File: src/rtl/pc_sequencer.sv
// Fetch-stage PC sequencer: sequential fetch, stall hold, branch and jump redirect.
// Optional redirect counters are enabled by defining PC_SEQ_REDIRECT_CNT_EN.
module pc_sequencer #(
  parameter logic [31:0] RESET_PC = 32'h0000_0000,
  parameter int unsigned CNT_W    = 16
) (
  input  logic        clk,
  input  logic        reset,
  input  logic        stall,
  input  logic        branch_taken,
  input  logic [31:0] branch_offset,
  input  logic [31:0] id_pc_plus4,
  input  logic        jump,
  input  logic [25:0] jump_index,
  output logic [31:0] pc,
  output logic [31:0] pc_plus4,
  output logic        fetch_valid,
  output logic        if_flush,
  output logic [1:0]  seq_state
`ifdef PC_SEQ_REDIRECT_CNT_EN
  ,
  output logic [CNT_W-1:0] jump_cnt,
  output logic [CNT_W-1:0] branch_cnt
`endif
);

  typedef enum logic [1:0] {
    S_BOOT    = 2'd0,
    S_RUN     = 2'd1,
    S_STALL   = 2'd2,
    S_FLUSHED = 2'd3
  } state_t;

  state_t      state;
  state_t      state_nxt;
  logic [31:0] pc_nxt;
  logic [31:0] br_tgt;
  logic [31:0] j_tgt;
  logic        jump_acc;
  logic        br_acc;
  logic        unused_offset_hi;

  if (CNT_W < 1) begin : g_bad_cnt_w
    $error("CNT_W must be at least 1");
  end

  // Redirect targets; the top two offset bits fall off the word-to-byte shift.
  assign br_tgt           = id_pc_plus4 + {branch_offset[29:0], 2'b00};
  assign j_tgt            = {id_pc_plus4[31:28], jump_index, 2'b00};
  assign unused_offset_hi = ^branch_offset[31:30];

  assign pc_plus4  = pc + 32'd4;
  assign seq_state = state;

  // State, PC and fetch-valid registers.
  always_ff @(posedge clk) begin
    if (reset) begin
      state       <= S_BOOT;
      pc          <= RESET_PC;
      fetch_valid <= 1'b0;
    end else begin
      state       <= state_nxt;
      pc          <= pc_nxt;
      fetch_valid <= (state_nxt != S_BOOT);
    end
  end

  // Next-state, next-PC and flush decision.
  always_comb begin
    state_nxt = state;
    pc_nxt    = pc;
    if_flush  = 1'b0;
    jump_acc  = 1'b0;
    br_acc    = 1'b0;
    unique case (state)
      S_BOOT: begin
        state_nxt = S_RUN;
      end
      S_RUN, S_STALL: begin
        if (stall) begin
          state_nxt = S_STALL;
        end else if (jump) begin
          if_flush  = 1'b1;
          pc_nxt    = j_tgt;
          state_nxt = S_FLUSHED;
          jump_acc  = 1'b1;
        end else if (branch_taken) begin
          if_flush  = 1'b1;
          pc_nxt    = br_tgt;
          state_nxt = S_FLUSHED;
          br_acc    = 1'b1;
        end else begin
          pc_nxt    = pc_plus4;
          state_nxt = S_RUN;
        end
      end
      S_FLUSHED: begin
        // ID holds a bubble: any redirect seen here is stale.
        if (stall) begin
          state_nxt = S_STALL;
        end else begin
          pc_nxt    = pc_plus4;
          state_nxt = S_RUN;
        end
      end
    endcase
    if (reset) begin
      if_flush = 1'b0;
      jump_acc = 1'b0;
      br_acc   = 1'b0;
    end
  end

`ifdef PC_SEQ_REDIRECT_CNT_EN
  // Saturating counts of accepted redirects.
  always_ff @(posedge clk) begin
    if (reset) begin
      jump_cnt   <= '0;
      branch_cnt <= '0;
    end else begin
      if (jump_acc && (jump_cnt != {CNT_W{1'b1}})) begin
        jump_cnt <= jump_cnt + CNT_W'(1);
      end
      if (br_acc && (branch_cnt != {CNT_W{1'b1}})) begin
        branch_cnt <= branch_cnt + CNT_W'(1);
      end
    end
  end
`else
  logic unused_acc;
  assign unused_acc = jump_acc | br_acc;
`endif

endmodule

File: config.mk
export PLATFORM = sky130hd
export DESIGN_NAME = pc_sequencer
export DESIGN_NICKNAME = d
export VERILOG_FILES = /design/src/rtl/pc_sequencer.sv
export SDC_FILE = /design/constraint.sdc
export NUM_CORES = 1
export LEC_CHECK = 0
export CORE_MARGIN = 2
export CORE_UTILIZATION = 28
export DETAILED_ROUTE_END_ITERATION = 10
export HOLD_SLACK_MARGIN = 0.12
export SKIP_CTS_REPAIR_TIMING = 1
export SYNTH_ARGS = -nofsm -noshare
export SYNTH_HDL_FRONTEND = slang
export SYNTH_SLANG_ARGS = --single-unit
File: constraint.sdc
create_clock -name clk -period 6.4 [get_ports clk]
set_input_delay 0.64 -clock clk [delete_from_list [all_inputs] [get_ports clk]]
set_output_delay 0.64 -clock clk [all_outputs]
set_load 0.01 [all_outputs]
## After elaboration in Yosys (flattened, before gate mapping)

Cells that the tools add are included.

| storage, ports and cells | value |
|---|---|
| flip-flop bits (word level) | 35 |
| output and inout port bits | 68 |
| word-level logic and storage cells | 30 |

| cells by class | value |
|---|---|
| muxes and demuxes | 15 |
| reductions and logical operators | 5 |
| add/sub/neg operators | 2 |
| equality and inequality tests | 5 |

Operator list:

| operator | number |
|---|---|
| $mux W32 | 4 |
| $pmux W32 S2 | 1 |
| $add A32 B3 Y32 const B | 1 |
| $add A32 B32 Y32 | 1 |
| $mux W2 | 4 |
| $pmux W2 S3 | 1 |
| $mux W1 | 5 |
| $eq A2 B2 Y1 const B | 2 |
| $ne A2 B2 Y1 const B | 2 |
| $reduce_bool A2 Y1 | 2 |
| $reduce_and A3 Y1 | 1 |
| $eq A2 B1 Y1 const B | 1 |
| $logic_not A2 Y1 | 1 |
| $reduce_or A2 Y1 | 1 |

## Longest topological paths before layout

| logic depth | value |
|---|---|
| depth after elaboration | 5 |
| depth in mapped cells | 11 |
| depth with buffers taken out | 11 |

## Worst setup path before layout

Ideal clock, no wire load.

| timing path | value |
|---|---|
| kind | input -> register |
| start point | in branch_offset[0] |
| end point | reg pc[26] |
| required time | 6.320 ns |
| stages on the path | 11 |
| library setup time | 0.080 ns |
| arrival | 2.886 ns |
| path slack | 3.435 ns |
| path through | ha_1 fa_1 a21oi_1 o21ai_1 a2111oi_2 o21ai_2 o211ai_2 o21ai_1 xor2_1 o2111ai_1 a211oi_2 |

| on the way | value |
|---|---|
| cells in the longest elaborated chain, start to end | 5 |

Ends and longest elaborated chain:

| what | RTL line | RTL |
|---|---|---|
| from (decl) | 11 | `input logic [31:0] branch_offset,` |
| $add A32 B32 Y32 | 48 | `assign br_tgt = id_pc_plus4 + {branch_offset[29:0], 2'b00};` |
| $mux W32 | 87 | `end else if (branch_taken) begin` |
| $mux W32 | 82 | `end else if (jump) begin` |
| $mux W32 | 80 | `if (stall) begin` |
| $pmux W32 S2 | 75 | `unique case (state)` |
| to (signal assigned) | 63 | `pc <= pc_nxt;` |
| to (decl) | 15 | `output logic [31:0] pc,` |

No other way between the ends. The select of a mux whose other input is x is not followed.
A chain may end at the register's enable or synchronous reset.

## Final worst setup path

Ends and elaborated chain as after synthesis.

==> summary.md <==
| Metric | Value |
|---|---|
| Reg2Reg Setup Slack | 3.34 ns |
| Hold Path Class | register to register |
| Die H | 124 µm |
| Syn_area_per_cell | 7.74 µm² |
| Largest net degree at the start of global routing | 37 |
| Seq cells post-synth | 35 |
| Drt first-iter violations | 328 |
| RR Startpoint | seq_state[1] |
| Tot GR Track Use | 0.189 |
| Cell depth of the worst flop-to-flop path | 8 |
| Vias in the first global route | 4472 |
| Vias per cell | 5.35 |
| P per Cell Area | 171 mW/mm² |
| Residual DRC | 0 |
| CTS Sinks | 35 |
| Clock Skew | 0.00636 ns |
| Number of cell rows | 43 |
| Post-synth cell types | 75 |
| Measured slew at the worst slew-check pin | 0.926 ns |
| Status | complete, no violations |
| First-pass GRT wire length | 22.7 mm |
| Rel. slew slack | 0.382 |
| Dpl cells | 833 |
| Async set or reset register ratio after synthesis | 0 |
| Max_cap viols | 0 |
| Fmax | 272 MHz |
| Commonest cells after routing, fill and taps aside | clkdlybuf4s50_1, a21oi_1, nor2_1 |
| Top Usage Layer GRT | met2 |
| Clk slew on worst S/H paths | 0.06 ns |
| Ratio of cells with drive above 1 in the final layout | 0.0832 |
| Hpwl dp | 11.3 mm |
| CP Max Fanout | 5 |
| Clk_lat worst skew | 0.28 ns |
| Count of final setup violators | 0 |
| PortBufs | 160 |
| Fin cells | 841 |
| Worst Setup End Kind | register |
| Final nets | 788 |
| Critical path data required time | 6.60 ns |
| Congestion Overflow GR | 0 |
| Met2 Track Usage GR | 0.328 |
| Wire per inst | 17.6 µm |
| Pins Over Slew Limit | 0 |
| Tmin final | 3.68 ns |
| Reg-to-reg endpoint | pc[30] |
| Overall power | 1.00 mW |
| Peak supply drop | 0.0935 mV |
| Root Buffer | clkbuf_16 |
| Ant. Diodes | 0 |
| Final Cycle Share | 0.575 |
| CTS HTree Levels | 2 |
| Sequential element share of the synthesized area | 0.174 |
| Leakage | 2.27 nW |
| IO Pins | 163 |
| Starting Density | 0.289 |
| M3 GR Usage | 0.0270 |
| Max Buffers Root-to-Sink | 2 |
| WL final | 14.8 mm |
| Worst min-delay path startpoint | pc[1] |
| Unrepaired setup endpoints after global routing | false |
| Number of flops mapped to enable cells by yosys | 0 |
| Via Count | 4496 |
| GP Congestion | 0.872 |
| Worst Hold Depth | 2 |
| Syn Std Cell Area | 0.00403 mm² |
| Ys flop type | dfxtp_1 |
| Die W | 124 µm |
| Initial antenna violation count | 0 |
| DIE AREA | 0.0154 mm² |
| Hold path endpoint | pc[1] |
| Setup TNS | 0 ns |
| Yosys warning total | 0 |
| TritonCTS clock tree | built |
| Final core occ | 0.422 |
| Num CTS Buffers | 5 |
| Core area | 0.0139 mm² |
| Mapped Cells | 520 |
| Area grow syn2layout | 46.1% |
| Final Hold Viols | 0 |
| Pre-CTS WS | 2.45 ns |
| Commonest non-fill, non-tap cell in the layout | clkdlybuf4s50_1 |
| Worst EP arrival | 3.88 ns |
| DRT Pass-1 Iters | 5 |
| Min setup slack post-route | 2.72 ns |
| Syn_nets | 648 |
| Crit Path Class | primary input to register |
| M1 GR Usage | 0.245 |
| Startpoint Class | primary input |
| Number of routed nets with antenna violations | 0 |
==> how the worst max path moves through the flow <==
stage | startpoint | cells past startpoint | endpoint
floorplan | branch_offset[0] | 11 | pc[26]
global placement | branch_offset[0] | 12 | pc[26]
detailed placement | branch_offset[0] | 12 | pc[26]
CTS | branch_offset[0] | 12 | pc[26]
global route | branch_offset[0] | 12 | pc[26]
finish | branch_offset[0] | 12 | pc[26]
==> through the flow <==
stage / hold slack, ns / instance area (µm²)
2_1_floorplan: 0.507 / 4030
3_3_place_gp: 0.473 / 5740
3_5_place_dp: 0.492 / 5740
4_1_cts: 0.500 / 5880
5_1_grt: 0.518 / 5880
6_report: 0.494 / 5880
==> worst max-delay path, stage by stage <==
cell	delay [ns]
clkdlybuf4s50_1	0.41
ha_1	0.23
fa_1	0.41
a21oi_1	0.21
o21ai_1	0.13
a2111oi_2	0.51
o21ai_2	0.17
o211ai_2	0.35
o21ai_1	0.18
xor2_1	0.25
o2111ai_1	0.16
a211oi_2	0.23
==> flip-flops by register name, summed over array words and instances (netlist names) <==
register	flops
pc	32
fetch_valid	1
seq_state	2
==> kinds of logic (layout without fill, tap and decap cells) <==
group                    Yosys count  in the layout  share of synthesized area
multiplexers                       2              2                    0.00528
adder cells (fa/ha/maj)           33             33                      0.104
buffers and inverters             48            189                     0.0522
AND/OR/NAND/NOR                  180            180                      0.233
AO/OA/AOI/OAI                    170            170                      0.311
flip-flops                        35             35                      0.174
XOR/XNOR                          52             52                      0.121
==> layer usage <==
metal | up-vias | wire (µm)
li1 | 2203 | -
met1 | 2101 | 6450
met2 | 174 | 7060
met3 | 18 | 1060
met4 | 0 | 227
met5 | - | 0
==> area by class of cell <==
cell class | count | area, µm²
Multi-Input combinational cell | 437 | 3120
Sequential cell | 35 | 701
Clock buffer | 7 | 133
Tap cell | 180 | 225
Inverter | 16 | 60.1
Timing Repair Buffer | 165 | 1640
Clock inverter | 1 | 5.00
Fill cell | 1383 | 8060
==> cells in the mapped netlist, types with 3 or more instances <==
cell,n,area (µm²)
o221ai_1,4,35.0
or3_1,3,18.8
inv_1,16,60.1
a221oi_1,10,87.6
ha_1,32,400
a21oi_1,49,245
a21o_1,13,97.6
nand3_1,20,100
o22ai_1,3,18.8
nor3_1,15,75.1
o32ai_1,3,26.3
o2111ai_1,3,26.3
a211oi_1,6,45.0
o21ai_0,18,90.1
a22oi_1,6,45.0
nor2b_1,3,18.8
nand2_1,43,161
nor2_1,49,184
nand3_2,4,40.0
clkbuf_1,24,90.1
and4_1,3,26.3
xor2_1,19,166
o211ai_2,3,37.5
xnor2_1,29,254
nor2_4,3,33.8
nand4_1,5,31.3
o21bai_1,3,22.5
and3_1,8,50.1
buf_4,3,22.5
or2_2,4,25.0
o21ai_1,6,30.0
a211oi_2,3,37.5
dfxtp_1,35,701
xnor2_2,4,65.1
a31oi_1,3,18.8
buf_2,3,15.0
a221o_1,10,100
nand2b_1,5,31.3
==> power by group <==
part / internal [mW] / switching, mW / leakage [nW] / total, mW
clock: 0.144 / 0.0994 / 0.0679 / 0.244
sequential: 0.241 / 0.0376 / 0.287 / 0.279
combinational: 0.245 / 0.236 / 1.92 / 0.480
total: 0.630 / 0.373 / 2.27 / 1.00
Power figures use the tool's default switching activity.
